[src/rtl/mem_port_arbiter_pkg.sv]
// Shared definitions for the fetch/data memory port arbiter.
package mem_port_arbiter_pkg;

    // Parameter defaults
    localparam int unsigned AW_DEFAULT      = 32;
    localparam int unsigned DW_DEFAULT      = 32;
    localparam int unsigned TIMEOUT_DEFAULT = 16;

    // Watchdog counter width; covers TIMEOUT values up to 255
    localparam int unsigned WD_CNT_W = 8;

    // FSM state encoding
    localparam logic [1:0] IDLE   = 2'd0;
    localparam logic [1:0] BUSY_I = 2'd1;
    localparam logic [1:0] BUSY_D = 2'd2;

endpackage

[src/rtl/arb_watchdog.sv]
// BUSY-cycle watchdog: cleared on grant, counts cycles spent waiting on memory.
module arb_watchdog
    import mem_port_arbiter_pkg::*;
#(
    parameter int unsigned TIMEOUT = TIMEOUT_DEFAULT
) (
    input  logic                clk,
    input  logic                rst,
    input  logic                clear,
    input  logic                enable,
    output logic [WD_CNT_W-1:0] count,
    output logic                expired
);

    logic [WD_CNT_W-1:0] count_q;
    logic [WD_CNT_W-1:0] count_d;

    // Next count: clear has priority over increment
    always_comb begin
        count_d = count_q;
        if (clear) begin
            count_d = '0;
        end else if (enable) begin
            count_d = count_q + WD_CNT_W'(1);
        end
    end

    // Counter register
    always_ff @(posedge clk or posedge rst) begin
        if (rst) begin
            count_q <= '0;
        end else begin
            count_q <= count_d;
        end
    end

    assign count   = count_q;
    assign expired = (count_q == WD_CNT_W'(TIMEOUT - 1));

endmodule

[src/rtl/mem_port_arbiter.sv]
// Round-robin arbiter sharing one memory port between instruction fetch and
// load/store, with a per-transaction timeout that completes the ack with err.
module mem_port_arbiter
    import mem_port_arbiter_pkg::*;
#(
    parameter int unsigned AW      = AW_DEFAULT,
    parameter int unsigned DW      = DW_DEFAULT,
    parameter int unsigned TIMEOUT = TIMEOUT_DEFAULT
) (
    input  logic          clk,
    input  logic          rst,
    // Instruction fetch requester
    input  logic          i_req,
    input  logic [AW-1:0] i_addr,
    output logic          i_ack,
    // Load/store requester
    input  logic          d_req,
    input  logic          d_we,
    input  logic [AW-1:0] d_addr,
    input  logic [DW-1:0] d_wdata,
    output logic          d_ack,
    // Shared completion data
    output logic [DW-1:0] rdata,
    output logic          err,
    // Memory port
    output logic          mem_en,
    output logic          mem_we,
    output logic [AW-1:0] mem_addr,
    output logic [DW-1:0] mem_wdata,
    input  logic [DW-1:0] mem_rdata,
    input  logic          mem_ready
);

    logic [1:0]    state_q,     state_d;
    logic          last_d_q,    last_d_d;     // 1 = data served last, 0 = fetch
    logic          mem_en_q,    mem_en_d;
    logic          mem_we_q,    mem_we_d;
    logic [AW-1:0] mem_addr_q,  mem_addr_d;
    logic [DW-1:0] mem_wdata_q, mem_wdata_d;

    logic          i_ack_c;
    logic          d_ack_c;
    logic          err_c;
    logic [DW-1:0] rdata_c;

    logic                wd_clear;
    logic                wd_enable;
    logic [WD_CNT_W-1:0] wd_count;
    logic                wd_expired;

    logic grant_d;
    logic grant_i;
    logic busy_done;

    // Round-robin choice: when both are pending, serve the one not served last
    assign grant_d = d_req && (!i_req || !last_d_q);
    assign grant_i = i_req && (!d_req ||  last_d_q);

    // Next-state, registered-output next values and completion outputs
    always_comb begin
        state_d     = state_q;
        last_d_d    = last_d_q;
        mem_en_d    = mem_en_q;
        mem_we_d    = mem_we_q;
        mem_addr_d  = mem_addr_q;
        mem_wdata_d = mem_wdata_q;
        wd_clear    = 1'b0;
        wd_enable   = 1'b0;
        i_ack_c     = 1'b0;
        d_ack_c     = 1'b0;
        err_c       = 1'b0;
        rdata_c     = '0;
        busy_done   = 1'b0;

        case (state_q)
            IDLE: begin
                if (grant_d) begin
                    state_d     = BUSY_D;
                    last_d_d    = 1'b1;
                    mem_en_d    = 1'b1;
                    mem_we_d    = d_we;
                    mem_addr_d  = d_addr;
                    mem_wdata_d = d_wdata;
                    wd_clear    = 1'b1;
                end else if (grant_i) begin
                    state_d     = BUSY_I;
                    last_d_d    = 1'b0;
                    mem_en_d    = 1'b1;
                    mem_we_d    = 1'b0;
                    mem_addr_d  = i_addr;
                    mem_wdata_d = '0;
                    wd_clear    = 1'b1;
                end
            end

            BUSY_I, BUSY_D: begin
                // A memory response wins over a timeout landing in the same cycle
                if (mem_ready) begin
                    busy_done = 1'b1;
                    rdata_c   = mem_rdata;
                end else if (wd_expired) begin
                    busy_done = 1'b1;
                    err_c     = 1'b1;
                end else begin
                    wd_enable = (wd_count != WD_CNT_W'(TIMEOUT - 1));
                end

                if (busy_done) begin
                    i_ack_c  = (state_q == BUSY_I);
                    d_ack_c  = (state_q == BUSY_D);
                    state_d  = IDLE;
                    mem_en_d = 1'b0;
                    mem_we_d = 1'b0;
                end
            end

            default: begin
                state_d  = IDLE;
                mem_en_d = 1'b0;
                mem_we_d = 1'b0;
            end
        endcase
    end

    // State and memory-port registers
    always_ff @(posedge clk or posedge rst) begin
        if (rst) begin
            state_q     <= IDLE;
            last_d_q    <= 1'b0;
            mem_en_q    <= 1'b0;
            mem_we_q    <= 1'b0;
            mem_addr_q  <= '0;
            mem_wdata_q <= '0;
        end else begin
            state_q     <= state_d;
            last_d_q    <= last_d_d;
            mem_en_q    <= mem_en_d;
            mem_we_q    <= mem_we_d;
            mem_addr_q  <= mem_addr_d;
            mem_wdata_q <= mem_wdata_d;
        end
    end

    arb_watchdog #(
        .TIMEOUT (TIMEOUT)
    ) u_watchdog (
        .clk     (clk),
        .rst     (rst),
        .clear   (wd_clear),
        .enable  (wd_enable),
        .count   (wd_count),
        .expired (wd_expired)
    );

    assign i_ack     = i_ack_c;
    assign d_ack     = d_ack_c;
    assign err       = err_c;
    assign rdata     = rdata_c;
    assign mem_en    = mem_en_q;
    assign mem_we    = mem_we_q;
    assign mem_addr  = mem_addr_q;
    assign mem_wdata = mem_wdata_q;

endmodule

[config.mk]
export PLATFORM = sky130hd
export DESIGN_NAME = mem_port_arbiter
export DESIGN_NICKNAME = d
export VERILOG_FILES = /design/src/rtl/mem_port_arbiter_pkg.sv /design/src/rtl/arb_watchdog.sv /design/src/rtl/mem_port_arbiter.sv
export SDC_FILE = /design/constraint.sdc
export NUM_CORES = 1
export LEC_CHECK = 0
export CAP_MARGIN = 20
export CORE_ASPECT_RATIO = 1.75
export CORE_MARGIN = 1.5
export CORE_UTILIZATION = 36
export DETAILED_ROUTE_END_ITERATION = 7
export PLACE_DENSITY = 0.81
export SYNTH_ARGS = -nofsm -noshare
export SYNTH_HDL_FRONTEND = slang
export SYNTH_HIERARCHICAL = 1
export SYNTH_SLANG_ARGS = --single-unit
[constraint.sdc]
create_clock -name clk -period 2.6 [get_ports clk]
set_clock_uncertainty 0.2 [all_clocks]
set_input_delay 0.26 -clock clk [delete_from_list [all_inputs] [get_ports clk]]
set_output_delay 0.26 -clock clk [all_outputs]
set_load 0.03 [all_outputs]
Word-level counts from Yosys, hierarchy flattened

Cells that the tools add are included.

Reduce and logical (&&, ||, !) cells: 13
Shift-type cells: 0
Multiplexer cells: 35
Multiply operators: 0
Magnitude comparators: 0
Add/sub/neg operators: 1
Div/mod/pow operators: 0
Equal/unequal tests: 6
Bitwise gates (word level): 0

Operators with widths:

| kind                | number |
|---|---|
| $mux 32             | 6 |
| $mux 1              | 21 |
| $mux 8              | 2 |
| $add 8x1->8 const B | 1 |
| $eq 8x4->1 const B  | 1 |
| $ne 8x4->1 const B  | 1 |
| $mux 2              | 3 |
| $pmux 1 s2          | 2 |
| $pmux 2 s2          | 1 |
| $reduce_and 2->1    | 2 |
| $reduce_bool 2->1   | 2 |
| $logic_not 1->1     | 3 |
| $ne 3x3->1 const B  | 1 |
| $eq 2x1->1 const B  | 1 |
| $eq 2x2->1 const B  | 1 |
| $logic_and 1x1->1   | 2 |
| $logic_not 2->1     | 1 |
| $logic_or 1x1->1    | 2 |
| $ne 2x2->1 const B  | 1 |
| $reduce_or 2->1     | 1 |

Output and inout bits: 101
Register bits: 77
ROM bits: 0
Memories kept: 0
Word-level logic and storage cells: 62
Memory bits (writable): 0
Bits of input ports: 134
Latch bits: 0

Longest topological paths before layout

Depth after elaboration: 7
Depth in mapped cells: 9
Mapped depth without buffers: 7

Hierarchy

The synthesis kept the hierarchy.

By module, submodules not included:

| module           | times used | area an instance (um2) | sequential area each (um2) | cells each |
|---|---|---|---|---|
| mem_port_arbiter | 1          | 3149.3                 | 1726.7                     | 319 |
| arb_watchdog     | 1          | 407.9                  | 200.2                      | 40 |

Worst setup path after synthesis

No wires, ideal clock.

Kind: register -> register
Start point: reg u_watchdog.count_q[0] (netlist: u_watchdog/count[0])
End point: reg u_watchdog.count_q[6] (netlist: u_watchdog/count[6])
Cell stages (with the launch flop): 9
Data arrival time: 1.965 ns
Path slack: 0.358 ns
Clock period less this slack: 2.242 ns
Path buffers: 1
Required time: 2.323 ns
Setup time: 0.077 ns
Cells stage by stage: dfrtp_1 ha_1 and4_1 nor3b_2 o21a_1 buf_4 o2111ai_2 or3_1 a21oi_1

Cells in the longest elaborated chain, start to end: 5
Elaborated cells on any way between the ends: 9
Those cells by class: 1 x add/sub; 2 x eq/ne; 5 x mux; 1 x reduce/logical

RTL lines:

| item                               | RTL line                | source |
|---|---|---|
| start: declaration                 | arb_watchdog.sv:15      | `logic [WD_CNT_W-1:0] count_q;` |
| start signal: assignment           | arb_watchdog.sv:33      | `count_q <= count_d;` |
| $eq 8x4->1                         | arb_watchdog.sv:38      | `assign expired = (count_q == WD_CNT_W'(TIMEOUT - 1));` |
| net wd_expired                     | mem_port_arbiter.sv:49  | `logic wd_expired;` |
| $mux 1                             | mem_port_arbiter.sv:101 | `end else if (wd_expired) begin` |
| $mux 1                             | mem_port_arbiter.sv:98  | `if (mem_ready) begin` |
| $mux 1                             | mem_port_arbiter.sv:75  | `case (state_q)` |
| net wd_enable                      | mem_port_arbiter.sv:47  | `logic wd_enable;` |
| $reduce_bool 2->1 (no source line) | n/a                     |  |

The timed path passes the listed nets, and every way through them passes these cells. The select of a mux whose other input is x is not followed.
A chain may end at the register's enable or synchronous reset.

Final worst setup path

Start point: reg u_watchdog.count_q[0] (netlist: u_watchdog/count[0])
End point: reg u_watchdog.count_q[5] (netlist: u_watchdog/count[5])

Same word-level chain as after synthesis.

==> run metrics <==
most frequent cell after synthesis=dfrtp_1; sinks on the clock net=77; Vias/cell=between 5 and 6; total wire length=~12000 um; Hold Violations, Final=0; Most used DFF post-synth=dfrtp_1; met3 usage=0.0581; slowest CP cell=dfrtp_1; worst setup path start=u_watchdog/count[0]; Rel. slew slack=0.557; startpoint types=flip-flop; Post-synth EDFFs=0; gr busiest metal=met2; Crit path arrival time=2550 ps; asr flop ratio synth=1.00; PwrDens=~1200 nW/um^2; Final Core Density=0.665; Post-DRT Antenna Nets=0; initial antenna violation count=1; Synth top cells by count=dfrtp_1 (77), a21oi_1 (67), nor2_1 (40); worst min path class=in2async; minimum clock period=2490 ps; die area=between 10000 and 15000 um^2; CTS tree=yes; Yosys Warn Count=6; top cells by area, synth=dfrtp_1 (54%), a21oi_1 (9.4%), a22o_1 (8.1%); deepest clock path buffer count=2; Routability Congestion=about 0.8; H-tree depth=3; wire length per cell=17.2 um; achievable frequency=0.401 GHz; Inserted Clock Buffers=9; Die Ht=134 um; dpl cells=697; # fillers=770; RSZ-0062 raised after global routing=no; Lkg Pwr=0.00293 uW; M2 GR Usage=0.436; fraction of layout cells with a size suffix above 1=0.0761; fin cells=713; fin nets=slightly above 700; area delta synth->final=78.1%; vias=roughly 3700; core area=9530 um^2; vias in the first global route=3757; Final TNS setup=0 ps; status=complete, no violations; Seq/Total Area, Yosys=0.542; Chip Width=78.1 um; RR Startpoint=u_watchdog/count[0]; diode count=0; Slew Limit Fails=0; first-pass GRT wire length=18800 um; DRT iter0 DRCs=238; Cells after Synth=359; worst slew pin tran=around 660 ps; Yosys reg bits=77; Final WS setup=109 ps; Hold Worst Slack=13.8 ps; maximum VDD drop=725 uV; largest net degree at the start of global routing=43; clk slew on worst S/H paths=60 ps; Post-Syn Nets=between 400 and 500; cell family with most CP delay=simple AND/OR/NAND/NOR gates; CP endpoint kind=flip-flop; crit path buf inv count=0; Mean Syn Cell Area=9.91 um^2; worst-skew pair later-pin latency=340 ps; post-synth top area cell=dfrtp_1; Core Rows=47; Crit Path Class=reg2reg; hold bufs inserted after CTS=0; Post-Syn Area=roughly 3600 um^2; max cap viols=0; Critical Path, Cell by Cell=ha_1 > and4_1 > nor3b_2 > o21a_1 > nand4_1 > or3_1 > a21oi_1; GR Util met1=0.233; Worst Path Required=2660 ps; final setup fails=0; hpwl dp=9320 um; Setup Slack @ Placement=~150 ps; Top Ports=roughly 240; drt drc=0; Overflow after GRT=0; root buf cell=clkbuf_16; final period utilization=0.958; crit-path max FO=6; worst stage delay on the critical path=430 ps; # port buffers=around 230; total track usage=0.232; TritonRoute pass-1 iters=4; Netlist cell types=32; top cell type's share of synthesized area=0.542; Starting Density=0.373
==> kinds of logic (layout without fill, tap and decap cells) <==
family / Yosys count / count (layout) / synth area share
AOI/OAI and AO/OA: 111 / 111 / 0.203
xor gates and xnor gates: 4 / 4 / 0.00985
adders and majority gates: 4 / 4 / 0.0141
buffers and inverters: 34 / 266 / 0.0545
DFF: 77 / 77 / 0.542
muxes: 2 / 2 / 0.00598
and+or+nand+nor: 127 / 127 / 0.171
==> placed cells by master, fill, tap and decap left out, types with 2 or more instances in the layout <==
cell type	n
xor2_1	3
clkbuf_16	9
and3_1	35
o21ai_0	3
nand2_1	39
a22o_1	33
nand4_1	4
nor2_1	40
inv_1	4
buf_12	9
clkdlybuf4s50_1	199
a21o_1	2
or3_1	3
a21oi_1	67
dfrtp_1	77
ha_1	4
clkbuf_2	2
buf_4	10
dlygate4sd2_1	25
clkinvlp_4	3
==> path summary, 6_finish.rpt <==
kind | cells past startpoint | slack [ps] | endpoint
min in group clk | 3 | 260 | mem_addr[1]
max reg2reg | 7 | 110 | u_watchdog/count[5]
min | 2 | 10 | u_watchdog/count[3]
max in group asynchronous | 3 | 1400 | mem_addr[22]
min reg2reg | 1 | 280 | mem_en
max | 7 | 110 | u_watchdog/count[5]
==> final cells by class <==
| class | count | area (um^2) | area share |
|---|---|---|---|
| Timing Repair Buffer | 245 | 2480 | 0.391 |
| Sequential cell | 77 | 1930 | 0.304 |
| Multi-Input combinational cell | 248 | 1450 | 0.229 |
| Clock buffer | 10 | 239 | 0.0377 |
| Tap cell | 122 | 153 | 0.0241 |
| Clock inverter | 6 | 70.1 | 0.0111 |
| Inverter | 5 | 18.8 | 0.00296 |
==> where the power goes <==
group / internal, uW / leakage, uW / total [uW] / switching (uW)
Combinational: 1820 / 0.00184 / 4340 / 2520
Sequential: 1750 / 0.000950 / 2070 / 321
Clock: 773 / 0.000141 / 1270 / 502
Total: 4340 / 0.00293 / 7690 / 3340
==> layer usage <==
| layer | vias to the layer above | share of wire |
|---|---|---|
| met4 | 2 | 0.032 |
| met3 | 28 | 0.078 |
| met1 | 1756 | 0.34 |
| met2 | 175 | 0.55 |
| met5 | - | 0.0011 |
| li1 | 1715 | - |
==> worst reg2reg max path: stages, from the launching register on <==
cell,delay (ps)
dfrtp_1,430
ha_1,270
and4_1,240
nor3b_2,210
o21a_1,310
nand4_1,230
or3_1,360
a21oi_1,160
==> metrics by stage <==
step	cell area [um^2]	total power, uW
finish	6330	7690
global placement	6060	6400
detailed placement	6060	6500
global route	6330	8060
CTS	6330	7740
floorplan	3560	4600
==> flip-flops by register name, summed over array words and instances (netlist names) <==
name and flops:
mem_we 1, mem_wdata 32, mem_en 1, last_d_q 1, mem_addr 32, state_q 2
u_watchdog/count 8
==> repair_timing <==
action	in CTS	in global routing
setup endpoints to repair	27	2
gates resized for setup	27	5
buffers inserted	0	0
endpoints found under the hold margin	0	0
No activity file was read; power rests on OpenSTA's default activity.
